<file path="src/rtl/hazard_pkg.sv">
// rtl/hazard_pkg.sv - shared types and sizes for the decode-stage hazard controller
package hazard_pkg;

    typedef enum logic {
        IDLE    = 1'b0,
        MC_BUSY = 1'b1
    } hz_state_t;

    localparam int REG_IDX_W = 5;
    localparam int NUM_REGS  = 32;

endpackage

</file>
<file path="src/rtl/reg_scoreboard.sv">
// rtl/reg_scoreboard.sv - per-register pending-write tracking with two hazard lookup ports
module reg_scoreboard
    import hazard_pkg::*;
#(
    parameter bit FORWARD_EN = 1'b1
) (
    input  logic                 clk,
    input  logic                 reset,
    input  logic                 setEn,
    input  logic [REG_IDX_W-1:0] setIdx,
    input  logic                 setLd,
    input  logic                 clrEn,
    input  logic [REG_IDX_W-1:0] clrIdx,
    input  logic [REG_IDX_W-1:0] rs1Idx,
    input  logic                 rs1Used,
    input  logic [REG_IDX_W-1:0] rs2Idx,
    input  logic                 rs2Used,
    output logic                 rs1Hz,
    output logic                 rs2Hz
);

    logic [NUM_REGS-1:0] pend;
    logic [NUM_REGS-1:0] pendLd;

    // A write-back landing this cycle already resolves the source, so it never hazards.
    assign rs1Hz = rs1Used && (rs1Idx != '0) && pend[rs1Idx]
                   && !(clrEn && (clrIdx == rs1Idx))
                   && (!FORWARD_EN || pendLd[rs1Idx]);
    assign rs2Hz = rs2Used && (rs2Idx != '0) && pend[rs2Idx]
                   && !(clrEn && (clrIdx == rs2Idx))
                   && (!FORWARD_EN || pendLd[rs2Idx]);

    // Set is written after clear so a same-index collision leaves the entry pending.
    always_ff @(posedge clk) begin
        if (reset) begin
            pend   <= '0;
            pendLd <= '0;
        end else begin
            if (clrEn) begin
                pend[clrIdx]   <= 1'b0;
                pendLd[clrIdx] <= 1'b0;
            end
            if (setEn && (setIdx != '0)) begin
                pend[setIdx]   <= 1'b1;
                pendLd[setIdx] <= setLd;
            end
        end
    end

endmodule

</file>
<file path="src/rtl/hazard_ctrl.sv">
// rtl/hazard_ctrl.sv - decode-side pipeline sequencer: RAW/load-use stalls, mul/div hold, branch flush
module hazard_ctrl
    import hazard_pkg::*;
#(
    parameter bit FORWARD_EN = 1'b1,
    parameter int MC_TIMEOUT = 64,
    parameter int CNT_W      = 32
) (
    input  logic                 clk,
    input  logic                 reset,
    input  logic                 id_valid,
    input  logic [REG_IDX_W-1:0] id_rs1,
    input  logic [REG_IDX_W-1:0] id_rs2,
    input  logic                 id_rs1_used,
    input  logic                 id_rs2_used,
    input  logic [REG_IDX_W-1:0] id_rd,
    input  logic                 id_reg_write,
    input  logic                 id_mem_read,
    input  logic                 id_multicycle,
    input  logic                 ex_done,
    input  logic                 wb_valid,
    input  logic [REG_IDX_W-1:0] wb_rd,
    input  logic                 branch_taken,
    output logic                 issue,
    output logic                 stall_if,
    output logic                 stall_id,
    output logic                 flush_if,
    output logic                 flush_id,
    output logic                 mc_timeout_err,
    output logic [CNT_W-1:0]     stall_cycles
);

    localparam logic [7:0]       MC_LIMIT  = 8'(MC_TIMEOUT);
    localparam logic [7:0]       MC_LAST   = 8'(MC_TIMEOUT - 1);
    localparam logic [CNT_W-1:0] STALL_ONE = CNT_W'(1);

    hz_state_t        state;
    logic [7:0]       mcCnt;
    logic             errReg;
    logic [CNT_W-1:0] stallCnt;
    logic             rs1Hz;
    logic             rs2Hz;

    reg_scoreboard #(.FORWARD_EN(FORWARD_EN)) u_scoreboard (
        .clk     (clk),
        .reset   (reset),
        .setEn   (issue && id_reg_write),
        .setIdx  (id_rd),
        .setLd   (id_mem_read),
        .clrEn   (wb_valid),
        .clrIdx  (wb_rd),
        .rs1Idx  (id_rs1),
        .rs1Used (id_rs1_used),
        .rs2Idx  (id_rs2),
        .rs2Used (id_rs2_used),
        .rs1Hz   (rs1Hz),
        .rs2Hz   (rs2Hz)
    );

    always_comb begin
        issue    = 1'b0;
        stall_if = 1'b0;
        stall_id = 1'b0;
        flush_if = 1'b0;
        flush_id = 1'b0;
        if (reset) begin
            flush_id = 1'b1;
        end else if (branch_taken) begin
            flush_if = 1'b1;
            flush_id = 1'b1;
        end else if (id_valid && (rs1Hz || rs2Hz || (state == MC_BUSY))) begin
            stall_if = 1'b1;
            stall_id = 1'b1;
            flush_id = 1'b1;
        end else begin
            issue = id_valid;
        end
    end

    assign mc_timeout_err = errReg;
    assign stall_cycles   = stallCnt;

    // Once timed out the unit is considered hung: only reset releases MC_BUSY.
    always_ff @(posedge clk) begin
        if (reset) begin
            state    <= IDLE;
            mcCnt    <= '0;
            errReg   <= 1'b0;
            stallCnt <= '0;
        end else begin
            if (stall_id && (stallCnt != '1)) begin
                stallCnt <= stallCnt + STALL_ONE;
            end
            if (state == IDLE) begin
                if (issue && id_multicycle) begin
                    state <= MC_BUSY;
                    mcCnt <= '0;
                end
            end else if (ex_done && !errReg) begin
                state <= IDLE;
            end else if (mcCnt != MC_LIMIT) begin
                mcCnt <= mcCnt + 8'd1;
                if (mcCnt == MC_LAST) begin
                    errReg <= 1'b1;
                end
            end
        end
    end

    assert property (@(posedge clk) disable iff (reset) !(branch_taken && (state == MC_BUSY)));

endmodule

</file>
<file path="config.mk">
export PLATFORM = sky130hd
export DESIGN_NAME = hazard_ctrl
export DESIGN_NICKNAME = d
export VERILOG_FILES = /design/src/rtl/hazard_pkg.sv /design/src/rtl/reg_scoreboard.sv /design/src/rtl/hazard_ctrl.sv
export SDC_FILE = /design/constraint.sdc
export NUM_CORES = 1
export LEC_CHECK = 0
export CORE_ASPECT_RATIO = 1.5
export CORE_MARGIN = 3
export CORE_UTILIZATION = 35
export DETAILED_ROUTE_END_ITERATION = 7
export PLACE_DENSITY = 0.54
export RECOVER_POWER = 100
export SLEW_MARGIN = 25
export SYNTH_ARGS = -nofsm -noshare
export SYNTH_HDL_FRONTEND = slang
export SYNTH_SLANG_ARGS = --single-unit
</file>
<file path="constraint.sdc">
create_clock -name clk -period 6.8 [get_ports clk]
set_input_delay 0.68 -clock clk [delete_from_list [all_inputs] [get_ports clk]]
set_output_delay 0.68 -clock clk [all_outputs]
set_load 0.05 [all_outputs]
</file>
Word-level counts from Yosys, hierarchy flattened
Cells that the tools add are included.

storage, ports and cells
  bits in registers = 106
  bits of input ports = 31
  output and inout bits = 38
  logic and storage cells = 91

operators by class
  add/subtract/negate cells = 2
  order comparisons = 6
  equality and inequality tests = 7
  multiplexer cells = 36
  bitwise logic cells = 5
  reductions and logical operators = 29

operator list
  cell                                                                number
  two-way mux 32 bit                                                  6
  AND 32 bit                                                          2
  adder 32 x 1 -> 32 bit (second input constant)                      1
  bitwise mux 32 bit                                                  1
  two-way mux 8 bit                                                   4
  != test 32 bit (second input constant)                              1
  inverter 32 bit                                                     1
  bitwise OR 32 bit                                                   1
  less-than comparator 5 x 6 -> 1 bit (second input constant)         4
  binary-select mux 1 bit (select 5 bit)                              4
  two-way mux 1 bit                                                   19
  logical AND 1 bit                                                   18
  nonzero test 5 bit                                                  3
  demux 1 bit (select 5 bit)                                          2
  equality test 5 bit                                                 2
  greater-or-equal comparator 5 x 1 -> 1 bit (second input constant)  2
  adder 8 x 1 -> 8 bit (second input constant)                        1
  equality test 8 x 6 -> 1 bit (second input constant)                1
  != test 8 x 7 -> 1 bit (second input constant)                      1
  AND reduction 4 bit                                                 1
  zero test 1 bit                                                     3
  AND reduction 3 bit                                                 1
  logical OR 1 bit                                                    2
  != test 2 x 1 -> 1 bit (second input constant)                      1
  3 further kinds                                                     3

Logic depth before layout (Yosys ltp)
Gate-level depths: netlist (run 1).

  word-level depth = 14
  gate-level depth with buffers = 13
  depth with buffers taken out = 9

By module
A second synthesis (run 1) with hierarchy kept.

second synthesis, totals
  cell total of the unflattened synthesis = 739
  area total of the unflattened synthesis = 5662.9 sq um

by module, submodules not included
  module          times used  cells each  area an instance (sq um)  seq. area each (sq um)
  reg_scoreboard  1           477         3453.3                    1281.2
  hazard_ctrl     1           262         2209.6                    840.8

Worst setup path before layout (run 1)
OpenSTA, ideal clock, no wires.

  kind = input port to output port
  start = in id_rs1[1]
  end = out issue
  arrival = 3.093 ns
  data required time = 6.120 ns
  slack = 3.027 ns
  stages = 9
  buffers on the path = 2
  cells stage by stage = buf_2 -> buf_2 -> nand3_1 -> o21ai_0 -> a311o_1 -> o22ai_1 -> a311oi_2 -> or2_2 -> nor3_1

on the way
  cells in the longest elaborated chain, start to end = 11
  elaborated cells on any way between the ends = 18
  classes of those cells = eq/ne: 1; mux: 7; reduce/logical: 10

ends and longest elaborated chain
  element                                                                line                                        source
  start: declaration                                                     hazard_ctrl.sv:12                           input logic [REG_IDX_W-1:0] id_rs1,
  binary-select mux 1 bit (select 5 bit), or another cell as far along   reg_scoreboard.sv:26                        assign rs1Hz = rs1Used && (rs1Idx != '0) && pend[rs1Idx]
  two-way mux 1 bit (implied by the code), or another cell as far along  reg_scoreboard.sv:26
  logical AND 1 bit or zero test 1 bit (tied branches)                   reg_scoreboard.sv:26, reg_scoreboard.sv:27
  logical AND 1 bit                                                      reg_scoreboard.sv:27                        && !(clrEn && (clrIdx == rs1Idx))
  logical AND 1 bit (*)                                                  reg_scoreboard.sv:28                        && (!FORWARD_EN || pendLd[rs1Idx]);
  logical OR 1 bit (*) (2 in a row)                                      hazard_ctrl.sv:71                           end else if (id_valid && (rs1Hz || rs2Hz || (state == MC_BUSY))) begin
  logical AND 1 bit (*)                                                  hazard_ctrl.sv:71
  two-way mux 1 bit (*)                                                  hazard_ctrl.sv:71
  two-way mux 1 bit (*)                                                  hazard_ctrl.sv:68                           end else if (branch_taken) begin
  two-way mux 1 bit (*)                                                  hazard_ctrl.sv:66                           if (reset) begin
  end: declaration                                                       hazard_ctrl.sv:24                           output logic issue,

Every way passes the cells marked *; elsewhere a longest branch is shown, timed or not. The select of a mux whose other input is x is not followed.

Final worst setup path (run 1)
  start = in id_rs2[1]
  end = out stall_id

on the way
  cells in the longest elaborated chain, start to end = 11
  elaborated cells on any way between the ends = 18
  classes of those cells = eq/ne: 1; mux: 7; reduce/logical: 10

ends and longest elaborated chain
  element                                                                line                                        source
  start: declaration                                                     hazard_ctrl.sv:13                           input logic [REG_IDX_W-1:0] id_rs2,
  binary-select mux 1 bit (select 5 bit), or another cell as far along   reg_scoreboard.sv:29                        assign rs2Hz = rs2Used && (rs2Idx != '0) && pend[rs2Idx]
  two-way mux 1 bit (implied by the code), or another cell as far along  reg_scoreboard.sv:29
  logical AND 1 bit or zero test 1 bit (tied branches)                   reg_scoreboard.sv:29, reg_scoreboard.sv:30
  logical AND 1 bit                                                      reg_scoreboard.sv:30                        && !(clrEn && (clrIdx == rs2Idx))
  logical AND 1 bit (*)                                                  reg_scoreboard.sv:31                        && (!FORWARD_EN || pendLd[rs2Idx]);
  logical OR 1 bit (*) (2 in a row)                                      hazard_ctrl.sv:71
  logical AND 1 bit (*)                                                  hazard_ctrl.sv:71
  two-way mux 1 bit (*)                                                  hazard_ctrl.sv:71
  two-way mux 1 bit (*)                                                  hazard_ctrl.sv:68
  two-way mux 1 bit (*)                                                  hazard_ctrl.sv:66
  end: declaration                                                       hazard_ctrl.sv:26                           output logic stall_id,

Marks and branches as above.

==> results of run 1 <==
-- how the worst max path moves through the flow --
stage | to | depth (start not counted) | slack, ps
floorplan | issue | 9 | 3030
global placement | stall_id | 10 | 1640
detailed placement | stall_id | 10 | 1560
CTS | stall_id | 10 | 1550
global route | stall_id | 10 | 960
finish | stall_id | 10 | 1230
-- power by group through the flow --
stage	clock network [uW]	registers (uW)	logic, uW
after global routing	542	622	130
final	500	622	121
after CTS	519	622	122
after floorplan	0	637	70.1
after global placement	0	637	121
after detailed placement	0	637	122
-- state kept, by name, indices dropped and copies added (netlist names) --
name,count
mcCnt,8
stall_cycles,32
u_scoreboard.pendLd,32
mc_timeout_err,1
state,1
u_scoreboard.pend,32
-- tightest hold or removal path: cells and delay by family, from the launching register on --
| family | cells | cell delay, ps |
|---|---|---|
| flip-flops | 1 | 310 |
| AND/OR/NAND/NOR | 1 | 50 |
| AO/OA/AOI/OAI | 1 | 50 |
-- routing by layer --
layer	wire length (um)	vias to the layer above	share of wire, %
met2	9815	168	53
li1	-	2787	-
met3	900	36	4.8
met4	559	0	3.0
met5	0	-	0
met1	7305	2798	39
-- layout by cell type (no fill, tap or decap), types with 16 or more instances in the layout --
cell,count
sky130_fd_sc_hd__a21oi_1,53
sky130_fd_sc_hd__clkdlybuf4s50_1,27
sky130_fd_sc_hd__dfxtp_1,106
sky130_fd_sc_hd__dlygate4sd3_1,40
sky130_fd_sc_hd__inv_1,16
sky130_fd_sc_hd__mux2i_1,31
sky130_fd_sc_hd__nand2_1,112
sky130_fd_sc_hd__nand3_1,74
sky130_fd_sc_hd__nand4_1,34
sky130_fd_sc_hd__nor2_1,23
sky130_fd_sc_hd__nor4_1,16
sky130_fd_sc_hd__o21ai_0,21
-- kinds of logic (layout without fill, tap and decap cells) --
logic type               count (synthesis)  in the layout
multiplexers                            43             43
buffers and inverters                   74            112
adder cells (fa/ha/maj)                  3              3
AO/OA/AOI/OAI                          141            141
AND/OR/NAND/NOR                        358            358
flip-flops                             106            106
XOR/XNOR                                11             11
-- stage by stage --
stage | utilization, % | cell area, um^2 | hold slack, ps
finish | 42.43 | 6930 | 454.1
global route | 42.43 | 6930 | 475.4
CTS | 42.46 | 6934 | 455.4
detailed placement | 40.74 | 6654 | 445.3
global placement | 40.70 | 6648 | 439.6
floorplan | - | 5869 | 429.9
-- cell type report --
class	count	area [um^2]
clock buffer	11	242.7
clock inverter	5	37.54
fill	1656	9402
inverter	18	67.56
multi-input combinational	556	3456
sequential	106	2122
tap	206	257.7
timing repair buffer	78	747.0
==> summary.md, run 1 <==
| Metric | Value |
|---|---|
| Outcome | finished, violations left |
| Violations in the final reports | max-capacitance violations, max-slew violations |
| Combined area of all synthesized cells | 5869 um^2 |
| Crit. End Element | primary output |
| Leakage dissipation | 0.002467 uW |
| Clk Latency, worst-skew pair | 350 ps |
| Most used cell along the critical path | sky130_fd_sc_hd__dlygate4sd3_1 |
| Worst Hold Endpoint | u_scoreboard.pend[9]$_SDFF_PP0_ |
| Cts bufs inserted | 9 |
| Startpoint-to-endpoint class of the critical path | input port to primary output |
| Met1 usage in global routing | 22.87% |
| I/O Buffers | 68 |
| Worst slack after detailed placement | 1558 ps |
| Most common cell in the netlist | sky130_fd_sc_hd__nand2_1 |
| Final critical delay including setup and external delays | 5574 ps |
| Leading register cell type out of synthesis | sky130_fd_sc_hd__dfxtp_1 |
| Number of levels in the clock H-tree | 3 |
| Busiest layer in global routing | met2 |
| Minimum setup slack among reg-to-reg paths | 3110 ps |
| Synthesized netlist net count | 770 |
| Internal | 919.9 uW |
| Die W | 111.7 um |
| Maximum fanout along the worst path | 51 |
| Max-cap check violation count | 1 |
| Critical Path AT | 4890 ps |
| Sequential-to-total area share from yosys stat | 36.15% |
| Fraction of layout cells with a size suffix above 1 | 7.235% |
| Slowest CP cell | sky130_fd_sc_hd__dlygate4sd3_1 |
| Switching power | 323.5 uW |
| CORE AREA | 16330 um^2 |
| Met2 usage in global routing | 37.50% |
| Combinational group share of total power | 9.8% |
| Worst min-delay path category | flop to flop |
| DRC violations left | 0 |
| Met3 global-route usage | 3.189% |
| CTS hold repair buffers | 0 |
| Buffer levels on the longest clock path | 2 |
| Area fraction in compound gates after synthesis | 15.56% |
| Fraction of the mapped netlist area in simple logic gates | 31.95% |
| Sum of routed wire length over all layers | 18.58 mm |
| FMAX | 0.1794 GHz |
| Maximum vdd drop | 0.0001001 V |
| Average wire length per cell after detail routing | 18.96 um |
| Area share of fa/ha/maj cells after synthesis | 0.6395% |
| Transition time at the pin with the least slew margin | 1648 ps |
| Worst min-delay path startpoint | u_scoreboard.pend[9]$_SDFF_PP0_ |
| Wire length of the first global-routing pass | 29.95 mm |
| Rel. slew slack | -9.900% |
| Mean post-synth cell area | 7.975 um^2 |
| Total via count after detailed routing | 5789 |
| Endpoint of the worst-slack reg-to-reg timing path | mcCnt[1]$_SDFFE_PP0P_ |
| Largest incremental delay on the critical path | 1150 ps |
| Via count of the first global-routing pass | 5736 |
| Cell type contributing the most total cell area after synthesis | sky130_fd_sc_hd__dfxtp_1 |
| DP HPWL | 13.06 mm |
| Number of inserted diodes | 0 |
| Final ANT Viol Nets | 0 |
| Main combinational cell family by area after synthesis | simple AND/OR/NAND/NOR gates |
| Timing startpoint of the critical path | id_rs2[1] |
| Total global routing track utilization | 20.31% |
| Leading cell types by count after synthesis | sky130_fd_sc_hd__nand2_1, sky130_fd_sc_hd__dfxtp_1, sky130_fd_sc_hd__nand3_1, sky130_fd_sc_hd__a21oi_1, sky130_fd_sc_hd__clkbuf_1 |
| Multiplexer area fraction after synthesis | 8.740% |
| Clock group share of total power | 40.2% |
| Slew Viols, Final | 34 |
| Number of top-level design ports | 69 |
| Number of cells in the finished layout apart from fillers | 980 |
| Sw Share | 26.02% |
| Die outline area | 18390 um^2 |
| Post-cts resize count | 0 |
| XOR/XNOR Fraction of Synth Area | 1.641% |
| Clock tree from TritonCTS | yes |
| Area growth from synthesis to layout | 18.08% |
| Sequential cell fraction of total power | 50.0% |
| Period utilization | 81.97% |
| Number of synthesized flops with an enable pin | 0 |
| Async SR Flop Fraction | 0% |
| Worst R2R Path Depth | 9 |
| Largest delay share family, worst path | buffers and inverters |
| Instance count after placement with tap cells included | 964 |
| Power Dens Cells | 179.4 nW/um^2 |
| Root Buffer Master | sky130_fd_sc_hd__clkbuf_16 |
| Data required time of the critical path | 6120 ps |
| R2R Path Start | u_scoreboard.pend[15]$_SDFF_PP0_ |
| Maximum number of pins on one net before global-route repair | 78 |
| Clock-pin slew of the registers on the worst-case setup and hold paths | 70 ps |
| Final hold viol count | 0 |
| Post-layout nets | 803 |
| Detailed-route vias per instance | 5.907 |
| Library cells used by synthesis | 62 |
| DRC marker count from the first detailed-route iteration | 351 |
| GRT Residual Overflow | 0 |
| Yosys synthesis warning count | 0 |
| Worst hold stages | 2 |
| Sum of negative setup slack | 0 ps |
| Cells along the critical path | dlygate4sd3_1 > nand3_1 > o21ai_0 > a2111oi_0 > or4_1 > a211oi_1 > o31ai_4 > buf_4 > inv_1 > dlygate4sd3_1 |
| #FFs+latches synth | 106 |
| Total power consumption of the routed design | 1243 uW |
| Number of placement rows | 57 |
| Finish-stage setup viols | 0 |
| Placer's final routability congestion estimate | 0.8802 |
| Count of buffer and inverter cells on the critical path | 4 |
| Layout Skew | 8.983 ps |
| Kind of start point of the critical path | input port |
| DIE HEIGHT | 164.6 um |
| Effective utilization at floorplan | 35.94% |
| # Post-CTS Setup Buffers | 0 |
| Most area-consuming cells after synthesis | sky130_fd_sc_hd__dfxtp_1, sky130_fd_sc_hd__nand2_1, sky130_fd_sc_hd__nand3_1 |
| Worst-case setup margin in the final layout | 1226 ps |
| Number of optimization iterations in the first detailed-route pass | 5 |
| Gate count of the mapped netlist | 736 |
| Total number of clock tree sinks | 106 |
| Initial antenna violation count | 0 |
| RSZ-0062 raised after global routing | false |
| Area fraction of the dominant cell type after synthesis | 36.15% |
Power figures use the tool's default switching activity.
==> inputs of run 2 (changes only) <==
==> constraint.sdc (replaced) <==
create_clock -name clk -period 5.6 [get_ports clk]
set_input_delay 0.56 -clock clk [delete_from_list [all_inputs] [get_ports clk]]
set_output_delay 0.56 -clock clk [all_outputs]
set_load 0.05 [all_outputs]
==> run 2 against run 1 <==
The flow still finishes with violations (max-capacitance violations, max-slew violations). Via count grew 0.41%. First-iteration DRC count rose by 18%. Final cell count unchanged. Highest routed layer unchanged.
==> summary.md, run 2 (synthesis gave the netlist of run 1 again) <==
| Metric | Value |
|---|---|
| Worst-case setup margin in the final layout | 523.2 ps |
| CORE AREA | 16330 um^2 |
| Number of levels in the clock H-tree | 3 |
| Maximum vdd drop | 0.0001083 V |
| GRT Residual Overflow | 0 |
| Most common library cell in the layout ignoring fill and taps | sky130_fd_sc_hd__nand2_1 |
| Total number of clock tree sinks | 106 |
| Sequential cell fraction of total power | 49.7% |
| I/O Buffers | 68 |
| Cts bufs inserted | 9 |
| Initial antenna violation count | 0 |
| Layout Skew | 13.18 ps |
| Most used cell along the critical path | sky130_fd_sc_hd__dlygate4sd3_1 |
| Crit. End Element | primary output |
| Sw Share | 25.91% |
| Total via count after detailed routing | 5813 |
| Instance count after placement with tap cells included | 964 |
| Clock group share of total power | 40.7% |
| Power Dens Cells | 220.0 nW/um^2 |
| CTS hold repair buffers | 0 |
| Slowest CP cell | sky130_fd_sc_hd__dlygate4sd3_1 |
| Period utilization | 90.66% |
| Transition time at the pin with the least slew margin | 2431 ps |
| Via count of the first global-routing pass | 5610 |
| Die W | 111.7 um |
| Clk Latency, worst-skew pair | 360 ps |
| Data required time of the critical path | 5040 ps |
| Die outline area | 18390 um^2 |
| Internal | 1127 uW |
| Post-layout utilization of the core | 42.32% |
| DRC marker count from the first detailed-route iteration | 415 |
| Detailed-route vias per instance | 5.932 |
| Buffer levels on the longest clock path | 2 |
| Finish-stage setup viols | 0 |
| # Post-CTS Setup Buffers | 0 |
| Kind of start point of the critical path | input port |
| Most frequent cells in the layout | sky130_fd_sc_hd__nand2_1, sky130_fd_sc_hd__dfxtp_1, sky130_fd_sc_hd__nand3_1 |
| Total global routing track utilization | 20.28% |
| Number of inserted diodes | 0 |
| Placer's final routability congestion estimate | 0.9045 |
| Number of cells in the finished layout apart from fillers | 980 |
| Wire length of the first global-routing pass | 29.61 mm |
| Post-cts resize count | 0 |
| Outcome | finished, violations left |
| Largest delay share family, worst path | buffers and inverters |
| Fill cell total of the finished layout | 1671 |
| Maximum number of pins on one net before global-route repair | 53 |
| Post-layout nets | 803 |
| Number of optimization iterations in the first detailed-route pass | 5 |
| RSZ-0062 raised after global routing | false |
| Max-cap check violation count | 3 |
| Count of buffer and inverter cells on the critical path | 2 |
| Average wire length per cell after detail routing | 18.99 um |
| Cells along the critical path | dlygate4sd3_1 > nand3_1 > o211ai_1 > a2111oi_0 > or4_1 > a211oi_2 > or2_2 > o21ai_0 > nand2_1 > dlygate4sd3_1 |
| Fraction of layout cells with a size suffix above 1 | 6.848% |
| Number of top-level design ports | 69 |
| Worst slack after detailed placement | 638.0 ps |
| Maximum fanout along the worst path | 22 |
| Sum of routed wire length over all layers | 18.61 mm |
| Startpoint-to-endpoint class of the critical path | input port to primary output |
| Sum of negative setup slack | 0 ps |
| Combinational group share of total power | 9.5% |
| Area growth from synthesis to layout | 17.76% |
| Critical Path AT | 4520 ps |
| Final ANT Viol Nets | 0 |
| Largest incremental delay on the critical path | 1120 ps |
| Switching power | 394.0 uW |
| Number of placement rows | 57 |
| FMAX | 0.1970 GHz |
| Sequential cell area in the final layout | 2122 um^2 |
| Clock tree from TritonCTS | yes |
| Slew Viols, Final | 116 |
| Final hold viol count | 0 |
| Rel. slew slack | -62.07% |
| Leakage dissipation | 0.002464 uW |
| DP HPWL | 13.09 mm |
| DRC violations left | 0 |
| Final critical delay including setup and external delays | 5077 ps |
| Clock-pin slew of the registers on the worst-case setup and hold paths | 70 ps |
| DIE HEIGHT | 164.6 um |
| Violations in the final reports | max-capacitance violations, max-slew violations |
| Root Buffer Master | sky130_fd_sc_hd__clkbuf_16 |
| Effective utilization at floorplan | 35.94% |
| Multi-input gate area | 3442 um^2 |
| Worst min-delay path category | flop to flop |
run 2: cell count changes in the layout (fill, tap and decap cells not counted), sizes merged:
| cell | change |
|---|---|
| clkinvlp | -1 |
| buf | -3 |
| inv | -1 |
| clkbuf | +4 |
| clkinv | +1 |
run 2: per-layer routing:
layer	track usage, %	vias to the layer above	part of all wire (%)
li1	-	2780	-
met1	22.82	2793	39
met2	36.68	191	52
met3	3.446	49	4.6
met4	10.29	0	4.3
met5	0	-	0
run 2: power groups by stage:
stage | combinational, uW | sequential [uW] | clock (uW)
finish | 145 | 756 | 619
global route | 156 | 756 | 670
CTS | 147 | 756 | 638
detailed placement | 146 | 774 | 0
global placement | 146 | 774 | 0
floorplan | 85.1 | 774 | 0
run 2: final timing paths:
path                                       from                                to  slack [ps]  cells past startpoint
min reg2reg    u_scoreboard.pend[12]$_SDFF_PP0_  u_scoreboard.pend[12]$_SDFF_PP0_         450                      2
max                                   id_rs2[1]                          flush_id         520                     10
min            u_scoreboard.pend[12]$_SDFF_PP0_  u_scoreboard.pend[12]$_SDFF_PP0_         450                      2
max reg2reg  u_scoreboard.pendLd[20]$_SDFF_PP0_     stall_cycles[13]$_SDFFE_PP0P_        1910                      8
run 2: per-stage QoR:
stage / hold slack [ps] / area [um^2] / power [uW]
6_report: 451.5 / 6912 / 1521
5_1_grt: 475.8 / 6912 / 1582
4_1_cts: 453.2 / 6933 / 1540
3_5_place_dp: 443.3 / 6650 / 919.9
3_3_place_gp: 440.9 / 6648 / 919.2
2_1_floorplan: 429.9 / 5869 / 858.8
run 2: cell type report:
cell class / instances / area share (%)
Timing Repair Buffer: 78 / 10.70
Inverter: 18 / 0.9776
Clock buffer: 12 / 3.711
Multi-Input combinational cell: 556 / 49.80
Sequential cell: 106 / 30.70
Tap cell: 206 / 3.729
Clock inverter: 4 / 0.3802
run 2: tightest hold or removal path, cell delays in order (launching register included):
cell and delay [ps]:
sky130_fd_sc_hd__dfxtp_1 310, sky130_fd_sc_hd__nand2_1 50, sky130_fd_sc_hd__a21oi_1 50
==> inputs of run 3 (changes only) <==
--- a/config.mk
+++ b/config.mk
@@ -8,6 +8,7 @@
 export CORE_ASPECT_RATIO = 1.5
 export CORE_MARGIN = 3
 export CORE_UTILIZATION = 35
+export CTS_BUF_LIST = sky130_fd_sc_hd__clkbuf_4
 export DETAILED_ROUTE_END_ITERATION = 7
 export PLACE_DENSITY = 0.54
 export RECOVER_POWER = 100
==> run 3 against run 2 <==
Highest routed layer unchanged. Combinational power about the same. Global-route usage decreased by 0.26 points. Sequential cell count unchanged. Critical path depth unchanged. Non-clock buffer count unchanged. The run still ends with max-capacitance violations, max-slew violations left. Routed wire length decreased by 0.59%. Largest cell class unchanged. Clock-buffer cell count decreased by 2. Cell area decreased by 2.4%. Clock power decreased by 43%. Setup slack got worse by 13 ps. Final cell count increased by 0.10%.
==> summary.md, run 3 (synthesis gave the netlist of run 1 again) <==
| Metric | Value |
|---|---|
| Kind of start point of the critical path | input port |
| # Post-CTS Setup Buffers | 0 |
| Number of levels in the clock H-tree | 3 |
| Worst min-delay path category | flop to flop |
| Initial antenna violation count | 1 |
| Leakage dissipation | 0.002391 uW |
| Die outline area | 18390 um^2 |
| FMAX | 0.1965 GHz |
| Clock tree from TritonCTS | yes |
| Total via count after detailed routing | 5764 |
| Sum of routed wire length over all layers | 18.50 mm |
| I/O Buffers | 68 |
| Number of placement rows | 57 |
| Layout Skew | 18.80 ps |
| RSZ-0062 raised after global routing | false |
| Period utilization | 90.89% |
| Outcome | finished, violations left |
| Number of top-level design ports | 69 |
| Root Buffer Master | sky130_fd_sc_hd__clkbuf_4 |
| Clock-pin slew of the registers on the worst-case setup and hold paths | 160 ps |
| Fin area | 6746 um^2 |
| Clk Latency, worst-skew pair | 480 ps |
| Wire length of the first global-routing pass | 29.38 mm |
| Finish-stage setup viols | 0 |
| Post-layout nets | 803 |
| Transition time at the pin with the least slew margin | 1874 ps |
| Via count of the first global-routing pass | 5605 |
| Crit. End Element | primary output |
| Rel. slew slack | -24.93% |
| Maximum number of pins on one net before global-route repair | 53 |
| Violations in the final reports | max-capacitance violations, max-slew violations |
| Number of optimization iterations in the first detailed-route pass | 5 |
| Effective utilization at floorplan | 35.94% |
| Final critical delay including setup and external delays | 5090 ps |
| Worst-case setup margin in the final layout | 510.3 ps |
| GRT Residual Overflow | 0 |
| Most frequent cells in the layout | sky130_fd_sc_hd__nand2_1, sky130_fd_sc_hd__dfxtp_1, sky130_fd_sc_hd__nand3_1 |
| DP HPWL | 13.09 mm |
| Average wire length per cell after detail routing | 18.86 um |
| Final ANT Viol Nets | 0 |
| Placer's final routability congestion estimate | 0.9045 |
| Final hold viol count | 0 |
| CORE AREA | 16330 um^2 |
| Maximum vdd drop | 0.0001202 V |
| Sum of negative setup slack | 0 ps |
| Fraction of layout cells with a size suffix above 1 | 6.977% |
| Most common library cell in the layout ignoring fill and taps | sky130_fd_sc_hd__nand2_1 |
| Cts bufs inserted | 9 |
| DIE HEIGHT | 164.6 um |
| Total number of clock tree sinks | 106 |
| Buffer levels on the longest clock path | 2 |
| Area growth from synthesis to layout | 14.94% |
| Maximum fanout along the worst path | 22 |
| CTS hold repair buffers | 0 |
| Post-cts resize count | 0 |
| Detailed-route vias per instance | 5.876 |
| Critical Path AT | 4530 ps |
| Data required time of the critical path | 5040 ps |
| Power Dens Cells | 186.3 nW/um^2 |
| Slew Viols, Final | 85 |
| Max-cap check violation count | 2 |
| Instance area after placement | 6650 um^2 |
| Startpoint-to-endpoint class of the critical path | input port to primary output |
| Worst slack after detailed placement | 638.0 ps |
| Total global routing track utilization | 20.02% |
| DRC violations left | 0 |
| DRC marker count from the first detailed-route iteration | 401 |
| Die W | 111.7 um |
==> run 3: changes by cell type in the layout (fill, tap and decap cells not counted), sizes merged <==
cell,previous run,this run
clkbuf,16,12
clkdlybuf4s50,27,26
dlygate4sd3,40,41
clkinv,3,5
buf,7,9
diode,0,1
==> run 3: worst paths after layout <==
check                                                         from                                to  slack (ps)  depth (start not counted)
worst min register to register    u_scoreboard.pend[12]$_SDFF_PP0_  u_scoreboard.pend[12]$_SDFF_PP0_         460                          2
worst max register to register  u_scoreboard.pendLd[20]$_SDFF_PP0_     stall_cycles[13]$_SDFFE_PP0P_        1620                          8
worst max-delay path                                     id_rs2[1]                          flush_id         510                         10
worst min-delay path              u_scoreboard.pend[12]$_SDFF_PP0_  u_scoreboard.pend[12]$_SDFF_PP0_         460                          2
==> run 3: worst max-delay path, cell delays in order <==
cell,delay [ps]
sky130_fd_sc_hd__dlygate4sd3_1,1130
sky130_fd_sc_hd__nand3_1,150
sky130_fd_sc_hd__o211ai_1,130
sky130_fd_sc_hd__a2111oi_0,130
sky130_fd_sc_hd__or4_1,540
sky130_fd_sc_hd__a211oi_2,560
sky130_fd_sc_hd__or2_2,270
sky130_fd_sc_hd__o21ai_0,80
sky130_fd_sc_hd__nand2_1,80
sky130_fd_sc_hd__dlygate4sd3_1,870
==> run 3: area by class of cell <==
type | count | area [um^2]
sequential | 106 | 2122
fill | 1685 | 9585
timing repair buffer | 78 | 743.2
clock buffer | 10 | 75.07
inverter | 18 | 67.56
antenna | 1 | 2.502
multi-input combinational | 556 | 3445
clock inverter | 6 | 33.78
tap | 206 | 257.7
==> run 3: report_power, final <==
| group | switching (uW) | internal [uW] |
|---|---|---|
| clock | 261 | 93.2 |
| combinational | 99.5 | 46.1 |
| sequential | 1.76 | 756 |
==> run 3: through the flow <==
| step | cells | hold WS, ps | power (uW) | util, % |
|---|---|---|---|---|
| after detailed placement | 964 | 443.3 | 919.9 | 40.72 |
| after global placement | 964 | 440.9 | 919.2 | 40.70 |
| final | 981 | 460.8 | 1257 | 41.31 |
| after global routing | 981 | 486.5 | 1314 | 41.31 |
| after floorplan | 736 | 429.9 | 858.8 | - |
| after CTS | 980 | 463.2 | 1276 | 41.39 |
==> run 3: per-layer routing <==
layer / share of wire, % / vias to the layer above / global-route usage, %
li1: - / 2776 / -
met1: 40 / 2772 / 22.57
met2: 52 / 169 / 36.57
met3: 4.5 / 47 / 3.043
met4: 3.7 / 0 / 9.851
met5: 0 / - / 0
